## src/rtl/fds_pkg.sv

```systemverilog
// fds_pkg: shared definitions for the serial adder.
//   state_e : two-state FSM encoding (ST_IDLE / ST_RUN)
//   cnt_w() : digit-counter width for a given digit count, never less than 1 bit
package fds_pkg;

   typedef enum logic {
      ST_IDLE = 1'b0,
      ST_RUN  = 1'b1
   } state_e;

   function automatic int unsigned cnt_w(input int unsigned ndig);
      return (ndig > 1) ? $clog2(ndig) : 1;
   endfunction

endpackage

```

## src/rtl/adder_slice.sv

```systemverilog
// adder_slice: purely combinational DIGIT-bit ripple chain of full-adder cells.
//   x, y   in  DIGIT  addends
//   cin    in  1      carry into bit 0
//   s      out DIGIT  sum
//   cout   out 1      carry out of the top bit
//   c_msb  out 1      carry into the top bit (used for signed overflow)
module adder_slice #(
   parameter int unsigned DIGIT = 4
) (
   input  logic [DIGIT-1:0] x,
   input  logic [DIGIT-1:0] y,
   input  logic             cin,
   output logic [DIGIT-1:0] s,
   output logic             cout,
   output logic             c_msb
);

   logic carry;

   // Carry is a block-local running value so the ripple has no vector feedback.
   always_comb begin
      carry = cin;
      c_msb = cin;
      s     = '0;
      for (int i = 0; i < int'(DIGIT); i++) begin
         c_msb = carry;
         s[i]  = x[i] ^ y[i] ^ carry;
         carry = (x[i] & y[i]) | (carry & (x[i] ^ y[i]));
      end
      cout = carry;
   end

endmodule

```

## src/rtl/serial_adder_n.sv

```systemverilog
// serial_adder_n: multi-cycle WIDTH-bit adder/subtractor, DIGIT bits per clock, LSB digit first.
//   clk, rst_n  clock (rising edge) and asynchronous active-low reset
//   start       request, sampled only while idle
//   sub         0: a+b+cin, 1: a-b
//   a, b, cin   operands, captured on the accepted start edge
//   busy        operation in progress
//   done        one-cycle pulse, result valid
//   s           result, held until the next accepted start
//   cout        final carry out of the MSB (sub: 1 = no borrow)
//   ovf         signed overflow
module serial_adder_n
   import fds_pkg::*;
#(
   parameter int unsigned WIDTH = 16,
   parameter int unsigned DIGIT = 4
) (
   input  logic             clk,
   input  logic             rst_n,
   input  logic             start,
   input  logic             sub,
   input  logic [WIDTH-1:0] a,
   input  logic [WIDTH-1:0] b,
   input  logic             cin,
   output logic             busy,
   output logic             done,
   output logic [WIDTH-1:0] s,
   output logic             cout,
   output logic             ovf
);

   localparam int unsigned NDIG  = WIDTH / DIGIT;
   localparam int unsigned CNT_W = cnt_w(NDIG);
   localparam logic [CNT_W-1:0] LAST_CNT = CNT_W'(NDIG - 1);

   state_e           state_q, state_d;
   logic [WIDTH-1:0] a_q, b_q, s_q;
   logic [CNT_W-1:0] cnt_q;
   logic             carry_q, cout_q, ovf_q, done_q;

   logic [DIGIT-1:0] sl_s;
   logic             sl_cout, sl_cmsb;
   logic             accept, last;

   assign accept = (state_q == ST_IDLE) && start;
   assign last   = (state_q == ST_RUN) && (cnt_q == LAST_CNT);

   // Operands shift right each cycle, so the slice always sees the low digit.
   adder_slice #(
      .DIGIT (DIGIT)
   ) u_slice (
      .x     (a_q[DIGIT-1:0]),
      .y     (b_q[DIGIT-1:0]),
      .cin   (carry_q),
      .s     (sl_s),
      .cout  (sl_cout),
      .c_msb (sl_cmsb)
   );

   always_comb begin
      state_d = state_q;
      unique case (state_q)
         ST_IDLE: if (start) state_d = ST_RUN;
         ST_RUN:  if (cnt_q == LAST_CNT) state_d = ST_IDLE;
         default: state_d = ST_IDLE;
      endcase
   end

   always_ff @(posedge clk or negedge rst_n) begin
      if (!rst_n) state_q <= ST_IDLE;
      else        state_q <= state_d;
   end

   always_ff @(posedge clk or negedge rst_n) begin
      if (!rst_n) begin
         a_q     <= '0;
         b_q     <= '0;
         s_q     <= '0;
         cnt_q   <= '0;
         carry_q <= 1'b0;
         cout_q  <= 1'b0;
         ovf_q   <= 1'b0;
         done_q  <= 1'b0;
      end else begin
         done_q <= 1'b0;
         if (accept) begin
            // Subtract as a + ~b + 1.
            a_q     <= a;
            b_q     <= sub ? ~b : b;
            carry_q <= sub ? 1'b1 : cin;
            cnt_q   <= '0;
            s_q     <= '0;
         end else if (state_q == ST_RUN) begin
            a_q     <= a_q >> DIGIT;
            b_q     <= b_q >> DIGIT;
            carry_q <= sl_cout;
            // s was cleared at start and each digit lands once, so OR-in is a digit write.
            s_q     <= s_q | (WIDTH'(sl_s) << (cnt_q * DIGIT));
            if (last) begin
               cnt_q  <= '0;
               cout_q <= sl_cout;
               ovf_q  <= sl_cout ^ sl_cmsb;
               done_q <= 1'b1;
            end else begin
               cnt_q <= cnt_q + 1'b1;
            end
         end
      end
   end

   assign busy = (state_q == ST_RUN);
   assign done = done_q;
   assign s    = s_q;
   assign cout = cout_q;
   assign ovf  = ovf_q;

endmodule
```

## config.mk

```make
export PLATFORM = sky130hd
export DESIGN_NAME = serial_adder_n
export DESIGN_NICKNAME = d
export VERILOG_FILES = /design/src/rtl/fds_pkg.sv /design/src/rtl/adder_slice.sv /design/src/rtl/serial_adder_n.sv
export SDC_FILE = /design/constraint.sdc
export NUM_CORES = 1
export LEC_CHECK = 0
export CORE_MARGIN = 1.5
export CORE_UTILIZATION = 46
export DETAILED_ROUTE_END_ITERATION = 8
export MAX_ROUTING_LAYER = met4
export PLACE_DENSITY = 0.76
export SETUP_SLACK_MARGIN = 0.02
export SYNTH_ARGS = -nofsm -noshare
export SYNTH_HDL_FRONTEND = slang
export SYNTH_SLANG_ARGS = --single-unit
```

## constraint.sdc

```tcl
create_clock -name clk -period 2.45 [get_ports clk]
set_input_delay 0.735 -clock clk [delete_from_list [all_inputs] [get_ports clk]]
set_output_delay 0.735 -clock clk [all_outputs]
set_load 0.02 [all_outputs]
```

==> metrics.cfg, run 1 <==
[worst_setup_path]
path_cells = inv_1 -> fa_1 -> inv_1 -> fa_1 -> inv_1 -> fa_2 -> inv_2 -> fa_2 -> a32o_1
crit_type = reg2reg
cp_common_cell = inv_1
crit_slowest_cell = fa_2
slowest_delay_ns = 0.45
crit_arrival_ns = 2.55
critical-path-top-delay-family = adder cells
timing.critical_path.buf_inv = 4
cp.required_ns = 2.64
startpoint_type = register
critPathMaxFanout = 4
end_kind = register

[drt]
routed_wl_mm = 5.45
via_count = 1907
wl_per_cell_um = 14.7
drt-initial-drc-count = 114
via_per_inst = 5.15
drc = 0
dr.pass1.iters = 4
postRouteAntennaNets = 0

[min_path]
hold_class = in2async

[clock_network]
clkLatencyLatePin_ns = 0.30
cts.sinks = 55
post-cts-setup-buffers = 0
h-tree-depth = 2
cts-hold-fix-buffers = 0
clk_pin_slew_ns = 0.09
cts-buffers-inserted = 5
cts_buffer_depth = 2
cts_tree = built
clockRootBuffer = clkbuf_8

[placed_design]
port_buffers = 56
place.gp.congestion = 0.784
placed_cell_area_um2 = 3370
dp_hpwl_mm = 3.95
placedCellCount = 362

[logic_synthesis]
syn_avg_cell_area_um2 = 11.6
syn_inst = 241
synth_area_um2 = 2790
synth_largest_area_cell = dfrtp_1
syn_nets = 283
yosys-top-cells-area = dfrtp_1 (49%), mux2i_1 (5.7%), a221o_1 (5.0%), xnor2_1 (4.7%), o211ai_2 (4.5%)
synth_cell_types = 27
ys_seq_area_share_pct = 49.3
ys_warn_count = 0
ys_ff_latch = 55
synth_top_area_share_pct = 49.3

[timing]
fin_tns_setup_ns = 0
tightest_slew_ns = 0.759
setup-violations-final = 0
finalClockSkew_ns = 0.00436
period_share_pct = 96.4
drv_slew = 0
fmax_mhz = 424
hold_viol_final = 0
grt_setup_unrepaired = true
period_needed_ns = 2.36
whs_ns = 0.450
relSlewSlack_pct = 49.4

[global_routing]
grt_max_degree = 84
track_usage_pct = 19.3
grt-ovfl-total = 0
grt_pass1_vias = 1925
grt_pass1_wl_mm = 9.36
antenna_found_initial = 0

[run]
drv_cap = 0

[status]
outcome = complete, no violations

[cells_and_area]
fin_nets = 336
drive_gt1_share_pct = 12.5
diodes = 0
area_growth_pct = 23.6
fill_cells = 519
final_cells = 370
finalInstanceArea_um2 = 3450

[pwr]
total_power_uw = 3430
total_leakage_power_uw = 0.00148
max-vdd-ir-drop_v = 0.000898
power_density_nw_per_um2 = 992

[floorplan]
core-area_um2 = 5890
fp.dieW_um = 80.9
start_util_pct = 47.5
die_h_um = 80.9
dieArea_um2 = 6550
row_count = 28
io_pins = 57

-- cell type report --
type | count | area [um^2] | area share (%)
Sequential cell | 55 | 1380 | 39.9
Multi-Input combinational cell | 159 | 1260 | 36.4
Timing Repair Buffer | 64 | 611 | 17.7
Tap cell | 75 | 93.8 | 2.72
Clock buffer | 7 | 76.3 | 2.21
Inverter | 9 | 33.8 | 0.978
Clock inverter | 1 | 5.00 | 0.145
-- path summary, 6_finish.rpt --
check,to,depth (start not counted),slack [ns],start
max,s[3],9,0.09,a_q[0]
min,b_q[8],1,0.45,rst_n
max reg2reg,s[3],9,0.09,a_q[0]
min reg2reg,b_q[2],2,0.48,b_q[6]
max in group asynchronous,ovf,2,1.35,rst_n
min in group clk,b_q[2],2,0.48,b_q[6]
-- timing repair --
action	CTS	global route
resized for setup	2	1
endpoints found under the setup margin	4	1
pin swaps	1	0
-- sequential cells by signal, summed over array words and instances (netlist names) --
register  flops
s            16
cout          1
cnt_q         2
ovf           1
busy          1
done          1
b_q          16
a_q          16
carry_q       1
-- cells in the mapped netlist --
cell	instances
a32o_1	4
a221o_1	14
xor2_1	2
nor2_1	11
xnor2_1	15
ha_1	1
buf_4	5
a21o_1	1
nand2_1	25
and2_1	4
a211oi_2	4
mux2i_1	16
buf_2	7
o211ai_2	10
nor2b_1	17
clkbuf_1	1
o21ai_1	13
nor3b_1	2
or3b_1	10
a21oi_1	1
dfrtp_1	55
fa_1	4
inv_1	9
buf_6	5
o31ai_2	1
mux2_2	2
nand2b_1	2
-- cells by family (layout without fill, tap and decap cells) --
family	Yosys count	after routing	synth area share (%)
fa+ha+maj	5	5	3.31
simple gates	71	71	13.7
buf+inv	27	81	5.96
mux	18	18	6.54
xor+xnor	17	17	5.33
compound gates	48	48	15.9
flops	55	55	49.3
-- cells in the final DEF (no fill, tap or decap) --
| cell | count |
|---|---|
| a211oi_2 | 4 |
| a21o_1 | 1 |
| a21oi_1 | 1 |
| a221o_1 | 14 |
| a32o_1 | 4 |
| and2_1 | 4 |
| buf_2 | 2 |
| buf_4 | 8 |
| clkbuf_1 | 2 |
| clkbuf_8 | 5 |
| clkdlybuf4s50_1 | 54 |
| clkinv_2 | 1 |
| dfrtp_1 | 54 |
| dfrtp_2 | 1 |
| fa_1 | 2 |
| fa_2 | 2 |
| ha_1 | 1 |
| inv_1 | 8 |
| inv_2 | 1 |
| mux2_2 | 2 |
| mux2i_1 | 16 |
| nand2_1 | 25 |
| nand2b_1 | 2 |
| nor2_1 | 11 |
| nor2b_1 | 17 |
| nor3b_1 | 2 |
| o211ai_2 | 10 |
| o21ai_1 | 13 |
| o31ai_2 | 1 |
| or3b_1 | 10 |
| xnor2_1 | 15 |
| xor2_1 | 2 |
-- where the power goes --
group	leakage, uW	switching (uW)	internal [uW]
registers	0.000688	207	1230
clock network	0.0000422	270	201
logic	0.000745	787	730
-- metrics by stage --
step	setup WS [ns]	util (%)
2_1_floorplan	0.144	-
3_3_place_gp	0.0722	57.2
3_5_place_dp	-0.00141	57.2
4_1_cts	0.0722	58.6
5_1_grt	0.0188	58.7
6_report	0.0887	58.7
-- worst reg2reg max path: stages (launching register included) --
cell	delay, ns
dfrtp_1	0.36
inv_1	0.07
fa_1	0.42
inv_1	0.08
fa_1	0.15
inv_1	0.05
fa_2	0.35
inv_2	0.08
fa_2	0.45
a32o_1	0.26
-- routing by layer --
metal / global-route usage [%] / part of all wire, % / vias to the layer above
li1: - / - / 945
met1: 24.8 / 47 / 913
met2: 31.8 / 48 / 45
met3: 3.37 / 3.6 / 4
met4: 5.17 / 0.88 / 0
met5: - / 0 / -
Power figures use the tool's default switching activity.
==> run 2, diff against run 1 <==
--- a/config.mk
+++ b/config.mk
@@ -5,11 +5,12 @@
 export SDC_FILE = /design/constraint.sdc
 export NUM_CORES = 1
 export LEC_CHECK = 0
+export ABC_AREA = 1
 export CORE_MARGIN = 1.5
-export CORE_UTILIZATION = 46
+export CORE_UTILIZATION = 40
 export DETAILED_ROUTE_END_ITERATION = 8
 export MAX_ROUTING_LAYER = met4
-export PLACE_DENSITY = 0.76
+export PLACE_DENSITY = 0.67
 export SETUP_SLACK_MARGIN = 0.02
 export SYNTH_ARGS = -nofsm -noshare
 export SYNTH_HDL_FRONTEND = slang
==> metrics.cfg, run 2 <==
[status]
outcome = complete, no violations

[worst_setup_path]
end_kind = register
slowest_delay_ns = 0.45  ; about the same
crit_type = reg2reg
cp.required_ns = 2.64  ; about the same
crit_arrival_ns = 2.47  ; -0.08 ns
crit_slowest_cell = fa_1
r2r_cells = 12  ; +3
path_cells = inv_1 -> fa_2 -> inv_1 -> fa_1 -> inv_1 -> fa_2 -> inv_2 -> fa_1 -> inv_1 -> nor2_1 -> nand2_1 -> nand2_1
startpoint_type = register
reg2reg_setup_slack_ns = 0.17  ; +0.08 ns
worstReg2RegStart = a_q[0]
r2r_end = s[11]
cp_common_cell = inv_1
critPathMaxFanout = 3  ; -1

[cells_and_area]
diodes = 0  ; unchanged
drive_gt1_share_pct = 5.74  ; -6.8 points
final_common_cell = nand2_1
fin_nets = 461  ; +37%
most-common-layout-cells = nand2_1 (190), dfrtp_1 (55), clkdlybuf4s50_1 (55)
area_growth_pct = 25.6
finalInstanceArea_um2 = 3440  ; -0.36%

[min_path]
hold_class = in2async

[timing]
period_share_pct = 93.0  ; -3.3 points
hold_viol_final = 0  ; unchanged
tightest_slew_ns = 0.506  ; -0.253 ns
fin_tns_setup_ns = 0  ; unchanged
period_needed_ns = 2.28  ; -0.0816 ns
setup-violations-final = 0  ; unchanged
drv_slew = 0  ; unchanged
fmax_mhz = 439  ; +3.6%
finalClockSkew_ns = 0.00569  ; +0.00134 ns
grt_setup_unrepaired = false
relSlewSlack_pct = 66.3  ; +17 points

[logic_synthesis]
synth_area_um2 = 2740  ; -2.0%
syn_avg_cell_area_um2 = 7.55  ; -35%
async_reset_ff_share_pct = 100  ; unchanged
synth_top_area_share_pct = 50.3  ; +0.99 points
yosys-top-cells-area = dfrtp_1 (50%), nand2_1 (26%), inv_1 (5.9%), nand3_1 (3.8%), fa_1 (2.9%)
ys_ff_latch = 55  ; unchanged
syn_inst = 363  ; +51%
synth_cell_types = 18  ; -33%
synth_edf_count = 0  ; unchanged
synthMostInstantiatedCell = nand2_1
ys_seq_area_share_pct = 50.3  ; +0.99 points
synth_largest_area_cell = dfrtp_1
ys_warn_count = 0  ; unchanged
synth_top_cells_by_count = nand2_1 (190), dfrtp_1 (55), inv_1 (43)
synth_flop_cell = dfrtp_1
syn_nets = 405  ; +43%

[drt]
drc = 0  ; unchanged
drt-initial-drc-count = 76  ; -33%
postRouteAntennaNets = 0  ; unchanged
via_count = 2259  ; +18%
routed_wl_mm = 5.26  ; -3.5%
dr.pass1.iters = 4  ; unchanged
wl_per_cell_um = 10.6  ; -28%
via_per_inst = 4.56  ; -11%

[run]
drv_cap = 0  ; unchanged

[floorplan]
core-area_um2 = 6490  ; +10%
dieArea_um2 = 7350  ; +12%
io_pins = 57  ; unchanged
start_util_pct = 42.2  ; -5.3 points
die_h_um = 85.7  ; +5.9%
row_count = 29  ; +3.6%
fp.dieW_um = 85.7  ; +5.9%

[pwr]
total_leakage_power_uw = 0.00191  ; +29%
power_density_nw_per_um2 = 1050  ; +5.6%
total_power_uw = 3600  ; +5.2%
max-vdd-ir-drop_v = 0.000344  ; -62%

[placed_design]
placed_cell_area_um2 = 3360  ; -0.33%
port_buffers = 56  ; unchanged
dp_hpwl_mm = 3.95  ; about the same
place.gp.congestion = 0.758  ; -3.3%

[clock_network]
cts_tree = built
cts_buffer_depth = 2  ; unchanged
clockRootBuffer = clkbuf_8
clkLatencyLatePin_ns = 0.29  ; about the same
cts.sinks = 55  ; unchanged
cts-buffers-inserted = 5  ; unchanged
h-tree-depth = 2  ; unchanged
clk_pin_slew_ns = 0.09  ; about the same

[global_routing]
antenna_found_initial = 0  ; unchanged
grt-ovfl-total = 0  ; unchanged
grt_max_degree = 35  ; -58%
grt_pass1_wl_mm = 9.05  ; -3.3%
track_usage_pct = 15.7  ; -3.7 points
grt_pass1_vias = 2124  ; +10%

[run 2: cell count changes after synthesis, moves of 11 or more]
cell and delta:
nand2_1 +165, o21ai_1 -13, mux2i_1 -16, nand3_1 +21
xnor2_1 -15, nor2b_1 -17, inv_1 +34, a221o_1 -14
a21oi_1 +11
[run 2: per-stage QoR]
| step | instances | worst slack (ns) | hold WS, ns | util (%) |
|---|---|---|---|---|
| finish | 495 | 0.170 | 0.399 | 53.0 |
| global route | 495 | 0.0216 | 0.431 | 53.0 |
| CTS | 494 | 0.0773 | 0.415 | 52.8 |
| floorplan | 363 | 0.217 | 0.439 | - |
| detailed placement | 488 | 0.0888 | 0.466 | 51.7 |
| global placement | 488 | 0.147 | 0.461 | 51.7 |
[run 2: metal layers]
metal / global-route usage [%] / share of wire (%) / vias up / routed length (um)
met5: - / 0 / - / 0
met4: 3.08 / 0.48 / 0 / 25
met3: 3.08 / 3.9 / 4 / 205
met2: 28.3 / 51 / 44 / 2690
met1: 18.2 / 45 / 1021 / 2340
li1: - / - / 1190 / -
[run 2: area by class of cell]
class	count	area, um^2
tap	77	96.3
inverter	46	173
fill	660	3050
clock buffer	6	72.6
timing repair buffer	63	633
sequential	55	1380
multi-input combinational	248	1090
[run 2: how the worst max path moves through the flow]
stage,to,slack [ns],start
final,s[11],0.17,a_q[0]
after global routing,s[11],0.02,a_q[0]
after CTS,s[11],0.08,a_q[0]
after detailed placement,s[11],0.09,a_q[0]
after global placement,s[3],0.15,a_q[0]
after floorplan,s[3],0.22,a_q[0]
[run 2: critical path: cells and delay by family (launching register included)]
kind	cells	cell delay (ns)
and+or+nand+nor	3	0.18
buffers and inverters	5	0.33
adders and majority gates	4	1.31
DFF	1	0.36
[run 2: logic make-up after synthesis]
kind of cell | after synthesis | synth area share (%)
AND/OR/NAND/NOR | 228 | 33.5
buffers and inverters | 60 | 10.1
flip-flops | 55 | 50.3
AO/OA/AOI/OAI | 15 | 2.74
adder cells (fa/ha/maj) | 5 | 3.38
[run 2: report_power, final]
part / total (uW) / switching [uW] / internal, uW
clock network: 453 / 261 / 191
registers: 1490 / 226 / 1260
logic: 1660 / 948 / 715
[run 2: repair_timing]
action                     4_1_cts  5_1_grt
setup endpoints to repair        0        2
resized for setup                0        3
setup buffers                    0        1
hold buffers                     0        0
